**src/rtl/vga_scan_palette.sv**
```systemverilog
// VGA 640x480@60 scan generator with sprite-priority merge and fixed 8-bit palette.
// hsync/vsync/RGB are registered together and describe the pixel one tick behind hPos/vPos.
module vga_scan_palette #(
    parameter int H_VISIBLE = 640,
    parameter int H_FRONT   = 16,
    parameter int H_SYNC    = 96,
    parameter int H_BACK    = 48,
    parameter int V_VISIBLE = 480,
    parameter int V_FRONT   = 10,
    parameter int V_SYNC    = 2,
    parameter int V_BACK    = 33,
    parameter int PIX_DIV   = 2
) (
    input  logic       clk,
    input  logic       reset,
    output logic [9:0] hPos,
    output logic [9:0] vPos,
    input  logic [2:0] shipColor,
    input  logic [2:0] alienColor,
    input  logic [2:0] laserColor,
    output logic       hsync,
    output logic       vsync,
    output logic [2:0] red,
    output logic [2:0] green,
    output logic [1:0] blue,
    output logic       frameTick
);

    localparam int H_TOTAL = H_VISIBLE + H_FRONT + H_SYNC + H_BACK;
    localparam int V_TOTAL = V_VISIBLE + V_FRONT + V_SYNC + V_BACK;

    localparam logic [9:0] H_LAST   = 10'(H_TOTAL - 1);
    localparam logic [9:0] V_LAST   = 10'(V_TOTAL - 1);
    localparam logic [9:0] H_VIS    = 10'(H_VISIBLE);
    localparam logic [9:0] V_VIS    = 10'(V_VISIBLE);
    localparam logic [9:0] V_VIS_M1 = 10'(V_VISIBLE - 1);
    localparam logic [9:0] HS_START = 10'(H_VISIBLE + H_FRONT);
    localparam logic [9:0] HS_END   = 10'(H_VISIBLE + H_FRONT + H_SYNC);
    localparam logic [9:0] VS_START = 10'(V_VISIBLE + V_FRONT);
    localparam logic [9:0] VS_END   = 10'(V_VISIBLE + V_FRONT + V_SYNC);

    localparam int                DIV_W    = $clog2(PIX_DIV);
    localparam logic [DIV_W-1:0] DIV_LAST = DIV_W'(PIX_DIV - 1);

    typedef enum logic [2:0] {
        BACKGROUND = 3'd0,
        SHIP_GREEN = 3'd1,
        WHITE      = 3'd2,
        CYAN       = 3'd3,
        MAGENTA    = 3'd4,
        YELLOW     = 3'd5,
        LASER_RED  = 3'd6,
        NONE       = 3'd7
    } color_e;

    logic [DIV_W-1:0] div;
    logic             pix_tick;
    color_e           winner;
    logic             visible;
    logic [7:0]       rgb_next;

    assign pix_tick = (div == DIV_LAST);
    assign visible  = (hPos < H_VIS) && (vPos < V_VIS);

    function automatic logic transparent(input logic [2:0] code);
        return (code == BACKGROUND) || (code == NONE);
    endfunction

    always_comb begin
        winner = BACKGROUND;
        if (!transparent(laserColor))
            winner = color_e'(laserColor);
        else if (!transparent(shipColor))
            winner = color_e'(shipColor);
        else if (!transparent(alienColor))
            winner = color_e'(alienColor);
    end

    always_comb begin
        rgb_next = '0;
        if (visible) begin
            case (winner)
                SHIP_GREEN: rgb_next = {3'd0, 3'd7, 2'd0};
                WHITE:      rgb_next = {3'd7, 3'd7, 2'd3};
                CYAN:       rgb_next = {3'd0, 3'd7, 2'd3};
                MAGENTA:    rgb_next = {3'd7, 3'd0, 2'd3};
                YELLOW:     rgb_next = {3'd7, 3'd7, 2'd0};
                LASER_RED:  rgb_next = {3'd7, 3'd0, 2'd0};
                default:    rgb_next = '0;
            endcase
        end
    end

    // The delayed pixel position (hD/vD) is never stored: sync and RGB are
    // decoded from the pre-tick hPos/vPos and registered on the same tick.
    always_ff @(posedge clk or negedge reset) begin
        if (!reset) begin
            div                 <= '0;
            hPos                <= '0;
            vPos                <= '0;
            hsync               <= 1'b1;
            vsync               <= 1'b1;
            {red, green, blue}  <= '0;
            frameTick           <= 1'b0;
        end else begin
            frameTick <= 1'b0;
            if (pix_tick) begin
                div   <= '0;
                hsync <= !((hPos >= HS_START) && (hPos < HS_END));
                vsync <= !((vPos >= VS_START) && (vPos < VS_END));
                {red, green, blue} <= rgb_next;
                frameTick <= (hPos == H_LAST) && (vPos == V_VIS_M1);
                if (hPos == H_LAST) begin
                    hPos <= '0;
                    vPos <= (vPos == V_LAST) ? '0 : vPos + 10'd1;
                end else begin
                    hPos <= hPos + 10'd1;
                end
            end else begin
                div <= div + 1'b1;
            end
        end
    end

endmodule

```
**config.mk**
```make
export PLATFORM = sky130hd
export DESIGN_NAME = vga_scan_palette
export DESIGN_NICKNAME = d
export VERILOG_FILES = /design/src/rtl/vga_scan_palette.sv
export SDC_FILE = /design/constraint.sdc
export NUM_CORES = 1
export LEC_CHECK = 0
export CAP_MARGIN = 10
export CORE_AREA = 2 2 60 62
export DETAILED_ROUTE_END_ITERATION = 10
export DIE_AREA = 0 0 62 64
export DONT_BUFFER_PORTS = 1
export PLACE_DENSITY = 0.69
export SLEW_MARGIN = 20
export SYNTH_ARGS = -nofsm -noshare
export SYNTH_HDL_FRONTEND = slang
export SYNTH_SLANG_ARGS = --single-unit
```
**constraint.sdc**
```tcl
create_clock -name clk -period 2.87 [get_ports clk]
set_input_delay 0.1435 -clock clk [delete_from_list [all_inputs] [get_ports clk]]
set_output_delay 0.1435 -clock clk [all_outputs]
set_load 0.01 [all_outputs]
```
==> summary.json, run 1 <==
{
  "drtPass1Iterations": {"value": 4},
  "mostFrequentLayoutCell": {"value": "dfrtp_1"},
  "number_of_global_route_vias_before_repair": {"value": 1077},
  "placement.io_buffers": {"value": 0},
  "io_pins": {"value": 42},
  "worstSetupEndpointType": {"value": "flop"},
  "worst_slew_pin_slew": {"value": 0.489, "unit": "ns"},
  "clockBufferDepth": {"value": 2},
  "worst-path-max-fanout": {"value": 12},
  "clock_skew": {"value": 0.00914, "unit": "ns"},
  "per_cell_routed_wire_length": {"value": 14.3, "unit": "um"},
  "routed_wirelength": {"value": 2970, "unit": "um"},
  "ys_seq_area_frac": {"value": 0.432},
  "drt_iter0_markers": {"value": 44},
  "syn_inst": {"value": 162},
  "reg2regPathDepth": {"value": 7},
  "fp.dieW": {"value": 62, "unit": "um"},
  "cap_violations": {"value": 0},
  "min-delay-start": {"value": "laserColor[2]"},
  "power-per-cell-area": {"value": 377, "unit": "nW/um^2"},
  "setup_viol": {"value": 0},
  "area_growth": {"value": 3.34, "unit": "%"},
  "grt_start_max_net_pins": {"value": 28},
  "grt_first_pass_wirelength": {"value": 4970, "unit": "um"},
  "syn_area": {"value": 1570, "unit": "um^2"},
  "num_vias": {"value": 1137},
  "drt.antenna.violating_nets": {"value": 0},
  "post_cts_hold_buffer_count": {"value": 2},
  "worstSetupStartpointType": {"value": "flop"},
  "total_design_power": {"value": 612, "unit": "uW"},
  "number_of_antenna_violations_at_the_first_check_in_global_routing": {"value": 0},
  "finalHoldViolCount": {"value": 0},
  "critical_path_class": {"value": "reg2reg"},
  "synthesis.nets": {"value": 177},
  "layout.filler_cells": {"value": 316},
  "post_route_cells_drive_above_1_share": {"value": 0.106},
  "place.gp.congestion": {"value": 0.840},
  "finalMaxSlewViolations": {"value": 0},
  "cell_count_of_the_worst_hold_path": {"value": 4},
  "worstPathRequired": {"value": 3.14, "unit": "ns"},
  "clk_transition_reported_paths": {"value": 0.15, "unit": "ns"},
  "critical_path.reg2reg.startpoint": {"value": "hPos[0]"},
  "core": {"value": 3280, "unit": "um^2"},
  "crit_arrival": {"value": 2.21, "unit": "ns"},
  "num_rows": {"value": 21},
  "drt-vias-per-instance": {"value": 5.49},
  "clock_tree.root_cell": {"value": "clkbuf_4"},
  "antenna-diode-count": {"value": 0},
  "number_of_setup_buffers_added_after_cts": {"value": 0},
  "cts_tree": {"value": "built"},
  "period_needed": {"value": 1.94, "unit": "ns"},
  "timing.slew.headroom": {"value": 0.666},
  "result_of_the_run": {"value": "finished, final reports clean"},
  "crit_path_start": {"value": "hPos[0]"},
  "yosys_warnings": {"value": 0},
  "cts-buffers-inserted": {"value": 3},
  "commonest_cells_after_routing_fill_and_taps_aside": {"value": "25 x dfrtp_1, 18 x nand2_1, 18 x nor2_1"},
  "timing.setup.tns": {"value": 0, "unit": "ns"},
  "hp-class": {"value": "in2reg"},
  "peakVddDrop": {"value": 0.233, "unit": "mV"},
  "post_cts.resized_instances": {"value": 0},
  "insertion_delay": {"value": 0.33, "unit": "ns"},
  "placement.cell_area": {"value": 1570, "unit": "um^2"},
  "finish.net_count": {"value": 177},
  "postSynth.asyncResetShare": {"value": 1.00},
  "detail_route.drc_violations": {"value": 0},
  "hpwl": {"value": 2250, "unit": "um"},
  "design.die.area": {"value": 3970, "unit": "um^2"},
  "achievable-frequency": {"value": 0.515, "unit": "GHz"},
  "postSynthAreaPerCell": {"value": 9.70, "unit": "um^2"},
  "number_of_flops_mapped_to_enable_cells_by_yosys": {"value": 0},
  "grt_use_total": {"value": 0.163},
  "rsz_0062_raised_after_global_routing": {"value": "no"},
  "fp.dieH": {"value": 64, "unit": "um"},
  "ys_types": {"value": 44},
  "cts.sinks": {"value": 27},
  "yosys_register_bits": {"value": 27},
  "grt-ovfl-total": {"value": 0},
  "htree_levels": {"value": 1},
  "final.period_utilization": {"value": 0.677},
  "layout.cell_area.non_filler": {"value": 1620, "unit": "um^2"},
  "initial_utilization": {"value": 0.478},
  "power_leakage": {"value": 0.000740, "unit": "uW"},
  "synth_ff_type": {"value": "dfrtp_1"}
}
[power by group]
group	total, uW	leakage [uW]	switching, uW	internal, uW
Sequential	403	0.000350	16.5	387
Clock	166	0.0000177	114	52.3
Combinational	41.8	0.000372	21.2	20.6
[flip-flops by register name, indices dropped and copies added (netlist names)]
name       flops
vPos          10
red            1
vsync          1
blue           1
green          1
hPos          10
div            1
hsync          1
frameTick      1
[layer usage]
layer / wire [um] / GRT usage / up-vias
met3: 235 / 0.0628 / 2
met4: 12 / 0.0186 / 0
li1: - / - / 566
met5: 0 / 0 / -
met1: 1330 / 0.214 / 532
met2: 1390 / 0.259 / 37
[path summary, 6_finish.rpt]
kind / endpoint / slack [ns]
min in group asynchronous: hPos[8] / 0.24
worst max register to register: vPos[8] / 0.93
worst min-delay path: blue[0] / 0.15
worst min register to register: hsync / 0.53
worst max-delay path: vPos[8] / 0.93
max in group asynchronous: hsync / 2.41
[through the flow]
stage / setup WS [ns] / hold WS (ns) / utilization / std cells
2_1_floorplan: 1.22 / -0.152 / - / 162
4_1_cts: 0.924 / 0.130 / 0.494 / 207
6_report: 0.927 / 0.151 / 0.494 / 207
3_5_place_dp: 0.946 / -0.151 / 0.477 / 201
5_1_grt: 0.697 / 0.138 / 0.494 / 207
3_3_place_gp: 1.06 / -0.151 / 0.477 / 201
[synth_stat cells, types with 3 or more instances]
| cell | n | area share |
|---|---|---|
| nand4_1 | 4 | 0.016 |
| nand3_1 | 7 | 0.022 |
| ha_1 | 4 | 0.032 |
| xor2_1 | 4 | 0.022 |
| nand2_1 | 18 | 0.043 |
| xnor2_1 | 7 | 0.039 |
| a21boi_0 | 4 | 0.019 |
| nand2b_1 | 3 | 0.012 |
| dfrtp_1 | 25 | 0.40 |
| a21oi_1 | 3 | 0.0096 |
| nor2_1 | 18 | 0.043 |
| and3_1 | 4 | 0.016 |
| o21ai_0 | 10 | 0.032 |
| o31ai_1 | 3 | 0.014 |
| buf_4 | 5 | 0.024 |
| inv_1 | 8 | 0.019 |
| o22ai_1 | 3 | 0.012 |
[critical path, stage by stage (launching register included)]
cell     delay [ns]
dfrtp_1        0.50
ha_1           0.21
nand3_1        0.13
nor2_1         0.22
and3_4         0.33
nand2_1        0.12
nor3_2         0.21
xor2_1         0.15
[area by class of cell]
type | count | area (um^2) | area share
multi-input combinational | 120 | 801 | 0.493
inverter | 8 | 30.0 | 0.0185
sequential | 27 | 678 | 0.418
tap | 46 | 57.6 | 0.0354
timing repair buffer | 2 | 30.0 | 0.0185
clock inverter | 1 | 5.00 | 0.00308
clock buffer | 3 | 22.5 | 0.0139
[cell families (layout without fill, tap and decap cells)]
family / after synthesis / count (layout) / synth area share
buffers and inverters: 15 / 14 / 0.0589
muxes: 2 / 2 / 0.0127
xor gates and xnor gates: 11 / 11 / 0.0613
DFF: 27 / 27 / 0.432
adders and majority gates: 4 / 4 / 0.0318
AOI/OAI and AO/OA: 34 / 34 / 0.148
and+or+nand+nor: 69 / 69 / 0.256
No activity file was read; power rests on OpenSTA's default activity.
==> inputs of run 2 (changes only) <==
--- a/config.mk
+++ b/config.mk
@@ -5,12 +5,13 @@
 export SDC_FILE = /design/constraint.sdc
 export NUM_CORES = 1
 export LEC_CHECK = 0
+export ABC_AREA = 1
 export CAP_MARGIN = 10
-export CORE_AREA = 2 2 60 62
+export CORE_AREA = 2 2 62 64
 export DETAILED_ROUTE_END_ITERATION = 10
-export DIE_AREA = 0 0 62 64
+export DIE_AREA = 0 0 64 66
 export DONT_BUFFER_PORTS = 1
-export PLACE_DENSITY = 0.69
+export PLACE_DENSITY = 0.71
 export SLEW_MARGIN = 20
 export SYNTH_ARGS = -nofsm -noshare
 export SYNTH_HDL_FRONTEND = slang
==> constraint.sdc (replaced) <==
create_clock -name clk -period 1.96 [get_ports clk]
set_input_delay 0.098 -clock clk [delete_from_list [all_inputs] [get_ports clk]]
set_output_delay 0.098 -clock clk [all_outputs]
set_load 0.01 [all_outputs]
==> run 2 against run 1 <==
Flip-flop and latch count unchanged. Combinational power is 44% higher. Clock skew shrank 0.0040 ns. Die area is 6.5% higher. Hold slack got worse by 0.073 ns. Synthesized cell count rose by 38%. Critical endpoint is now vPos[3]. Highest routed layer unchanged.
==> summary.json, run 2 <==
{
  "result_of_the_run": {"value": "finished, final reports clean"},
  "grt_first_pass_wirelength": {"value": 5850, "unit": "um"},
  "final.period_utilization": {"value": 0.796},
  "critical_path_buf_inv_count": {"value": 1},
  "number_of_antenna_violations_at_the_first_check_in_global_routing": {"value": 0},
  "finalWorstSetupSlack": {"value": 0.401, "unit": "ns"},
  "drt.antenna.violating_nets": {"value": 0},
  "worst_path_largest_cell_delay": {"value": 0.48, "unit": "ns"},
  "cell_count_of_the_worst_hold_path": {"value": 4},
  "clock_tree.root_cell": {"value": "clkbuf_4"},
  "reg2regPathDepth": {"value": 7},
  "antenna-diode-count": {"value": 0},
  "cap_violations": {"value": 0},
  "worstPathRequired": {"value": 2.22, "unit": "ns"},
  "area_growth": {"value": 3.10, "unit": "%"},
  "drt-vias-per-instance": {"value": 5.17},
  "syn_inst": {"value": 223},
  "commonest_cells_after_routing_fill_and_taps_aside": {"value": "54 x nand2_1, 26 x inv_1, 25 x dfrtp_1"},
  "design.die.area": {"value": 4220, "unit": "um^2"},
  "syn_area": {"value": 1730, "unit": "um^2"},
  "ys_types": {"value": 36},
  "grt_start_max_net_pins": {"value": 28},
  "clk_transition_reported_paths": {"value": 0.15, "unit": "ns"},
  "post_route_worst_hold_slack": {"value": 0.0785, "unit": "ns"},
  "worst_slew_pin_slew": {"value": 0.416, "unit": "ns"},
  "yosys.cell_count.top_type": {"value": "nand2_1"},
  "crit_path_start": {"value": "hPos[1]"},
  "synth_top_area_frac": {"value": 0.361},
  "cts-buffers-inserted": {"value": 3},
  "worstPathCellList": {"value": "ha_1, nand3_1, nor2_4, nand3_4, clkinv_4, nand4_1, o21ai_1"},
  "fp.dieW": {"value": 64, "unit": "um"},
  "reg2reg_setup_slack": {"value": 0.40, "unit": "ns"},
  "peakVddDrop": {"value": 0.187, "unit": "mV"},
  "num_vias": {"value": 1395},
  "cell_family_contributing_the_most_delay_on_the_critical_path": {"value": "simple AND/OR/NAND/NOR gates"},
  "post-synth-top-area-cell": {"value": "dfrtp_1"},
  "post_cts.resized_instances": {"value": 0},
  "postSynthAreaPerCell": {"value": 7.77, "unit": "um^2"},
  "clockBufferDepth": {"value": 2},
  "detail_route.drc_violations": {"value": 0},
  "yosys_register_bits": {"value": 27},
  "initial_utilization": {"value": 0.488},
  "per_cell_routed_wire_length": {"value": 12.5, "unit": "um"},
  "routed_wirelength": {"value": 3390, "unit": "um"},
  "number_of_global_route_vias_before_repair": {"value": 1313},
  "io_pins": {"value": 42},
  "timing.slew.headroom": {"value": 0.723},
  "finalHoldViolCount": {"value": 0},
  "number_of_setup_buffers_added_after_cts": {"value": 0},
  "power_leakage": {"value": 0.000854, "unit": "uW"},
  "worst-path-max-fanout": {"value": 14},
  "setup_viol": {"value": 0},
  "ys_top_cells_by_count": {"value": "54 x nand2_1, 26 x inv_1, 25 x dfrtp_1"},
  "post_synth_main_area_contributors": {"value": "dfrtp_1 36%, nand2_1 12%, inv_1 5.6%"},
  "number_of_flops_mapped_to_enable_cells_by_yosys": {"value": 0},
  "yosys_warnings": {"value": 0},
  "ys_seq_area_frac": {"value": 0.391},
  "post_route_cells_drive_above_1_share": {"value": 0.158},
  "achievable-frequency": {"value": 0.641, "unit": "GHz"},
  "power-per-cell-area": {"value": 500, "unit": "nW/um^2"},
  "crit_arrival": {"value": 1.82, "unit": "ns"},
  "postSynth.asyncResetShare": {"value": 1.00},
  "cts.sinks": {"value": 27},
  "registers_with_the_highest_flip_flop_counts": {"value": "hPos x10, vPos x10"},
  "insertion_delay": {"value": 0.33, "unit": "ns"},
  "synthesis.nets": {"value": 238},
  "core": {"value": 3550, "unit": "um^2"},
  "post_cts_hold_buffer_count": {"value": 2},
  "finish.net_count": {"value": 238},
  "timing.setup.tns": {"value": 0, "unit": "ns"},
  "cts_tree": {"value": "built"},
  "critical_path_class": {"value": "reg2reg"},
  "htree_levels": {"value": 1},
  "grt_use_total": {"value": 0.176},
  "cp_slowest_cell": {"value": "dfrtp_1"},
  "synth_ff_type": {"value": "dfrtp_1"},
  "placement.io_buffers": {"value": 0},
  "drtPass1Iterations": {"value": 4},
  "rsz_0062_raised_after_global_routing": {"value": "no"},
  "hp-class": {"value": "in2reg"},
  "num_rows": {"value": 22},
  "worstSetupStartpointType": {"value": "flop"},
  "detailedPlace.worstSlack": {"value": 0.433, "unit": "ns"},
  "worstSetupEndpointType": {"value": "flop"},
  "place.gp.congestion": {"value": 0.865},
  "r2r-end": {"value": "vPos[3]"},
  "min_to": {"value": "red[1]"},
  "clock_skew": {"value": 0.00511, "unit": "ns"},
  "critical_path.reg2reg.startpoint": {"value": "hPos[1]"},
  "min-delay-start": {"value": "laserColor[2]"},
  "drt_iter0_markers": {"value": 43},
  "mostFrequentLayoutCell": {"value": "nand2_1"},
  "period_needed": {"value": 1.56, "unit": "ns"},
  "grt-ovfl-total": {"value": 0},
  "finalMaxSlewViolations": {"value": 0},
  "total_design_power": {"value": 894, "unit": "uW"},
  "hpwl": {"value": 2610, "unit": "um"},
  "fp.dieH": {"value": 66, "unit": "um"}
}
[run 2: report_power, final]
group	internal, uW	switching, uW	total (uW)
clock	76.7	166	243
sequential	566	24.4	591
combinational	23.6	36.8	60.4
total	667	227	894
[run 2: layout make-up]
class                   instances  area (um^2)
fillers                       357         1760
multi-input cells             157          866
clock inverters                 1         5.00
flip-flops and latches         27          678
clock buffers                   3         22.5
repair buffers                  2         30.0
well taps                      48         60.1
inverters                      32          125
[run 2: routing by layer]
layer	routed length [um]	track usage	vias up
li1	-	-	724
met1	1570	0.213	644
met2	1640	0.309	22
met3	125	0.0375	5
met4	54	0.0652	0
met5	0	0	-
[run 2: worst max-delay path by stage]
stage | to | slack [ns] | cells past startpoint
after global routing | vPos[9] | 0.25 | 7
after floorplan | vPos[1] | 0.56 | 8
final | vPos[3] | 0.40 | 7
after global placement | hPos[8] | 0.45 | 8
after CTS | vPos[3] | 0.38 | 7
after detailed placement | vPos[3] | 0.43 | 7
[run 2: tightest hold or removal path, stage by stage]
cell and delay [ns]:
a21oi_1 0.06, o21ai_0 0.13, nand2_1 0.05, nand2_1 0.05
[run 2: cell families (layout without fill, tap and decap cells)]
logic type               Yosys count  in the layout  share of synthesized area
AO/OA/AOI/OAI                     33             33                      0.110
XOR/XNOR                           4              4                     0.0202
adder cells (fa/ha/maj)            4              4                     0.0289
buffers and inverters             39             38                      0.109
flip-flops                        27             27                      0.391
AND/OR/NAND/NOR                  116            116                      0.341
[run 2: stage by stage]
| step | instance area [um^2] | utilization | instances |
|---|---|---|---|
| 2_1_floorplan | 1730 | - | 223 |
| 3_3_place_gp | 1730 | 0.487 | 264 |
| 3_5_place_dp | 1730 | 0.487 | 264 |
| 4_1_cts | 1790 | 0.503 | 270 |
| 5_1_grt | 1790 | 0.503 | 270 |
| 6_report | 1790 | 0.503 | 270 |
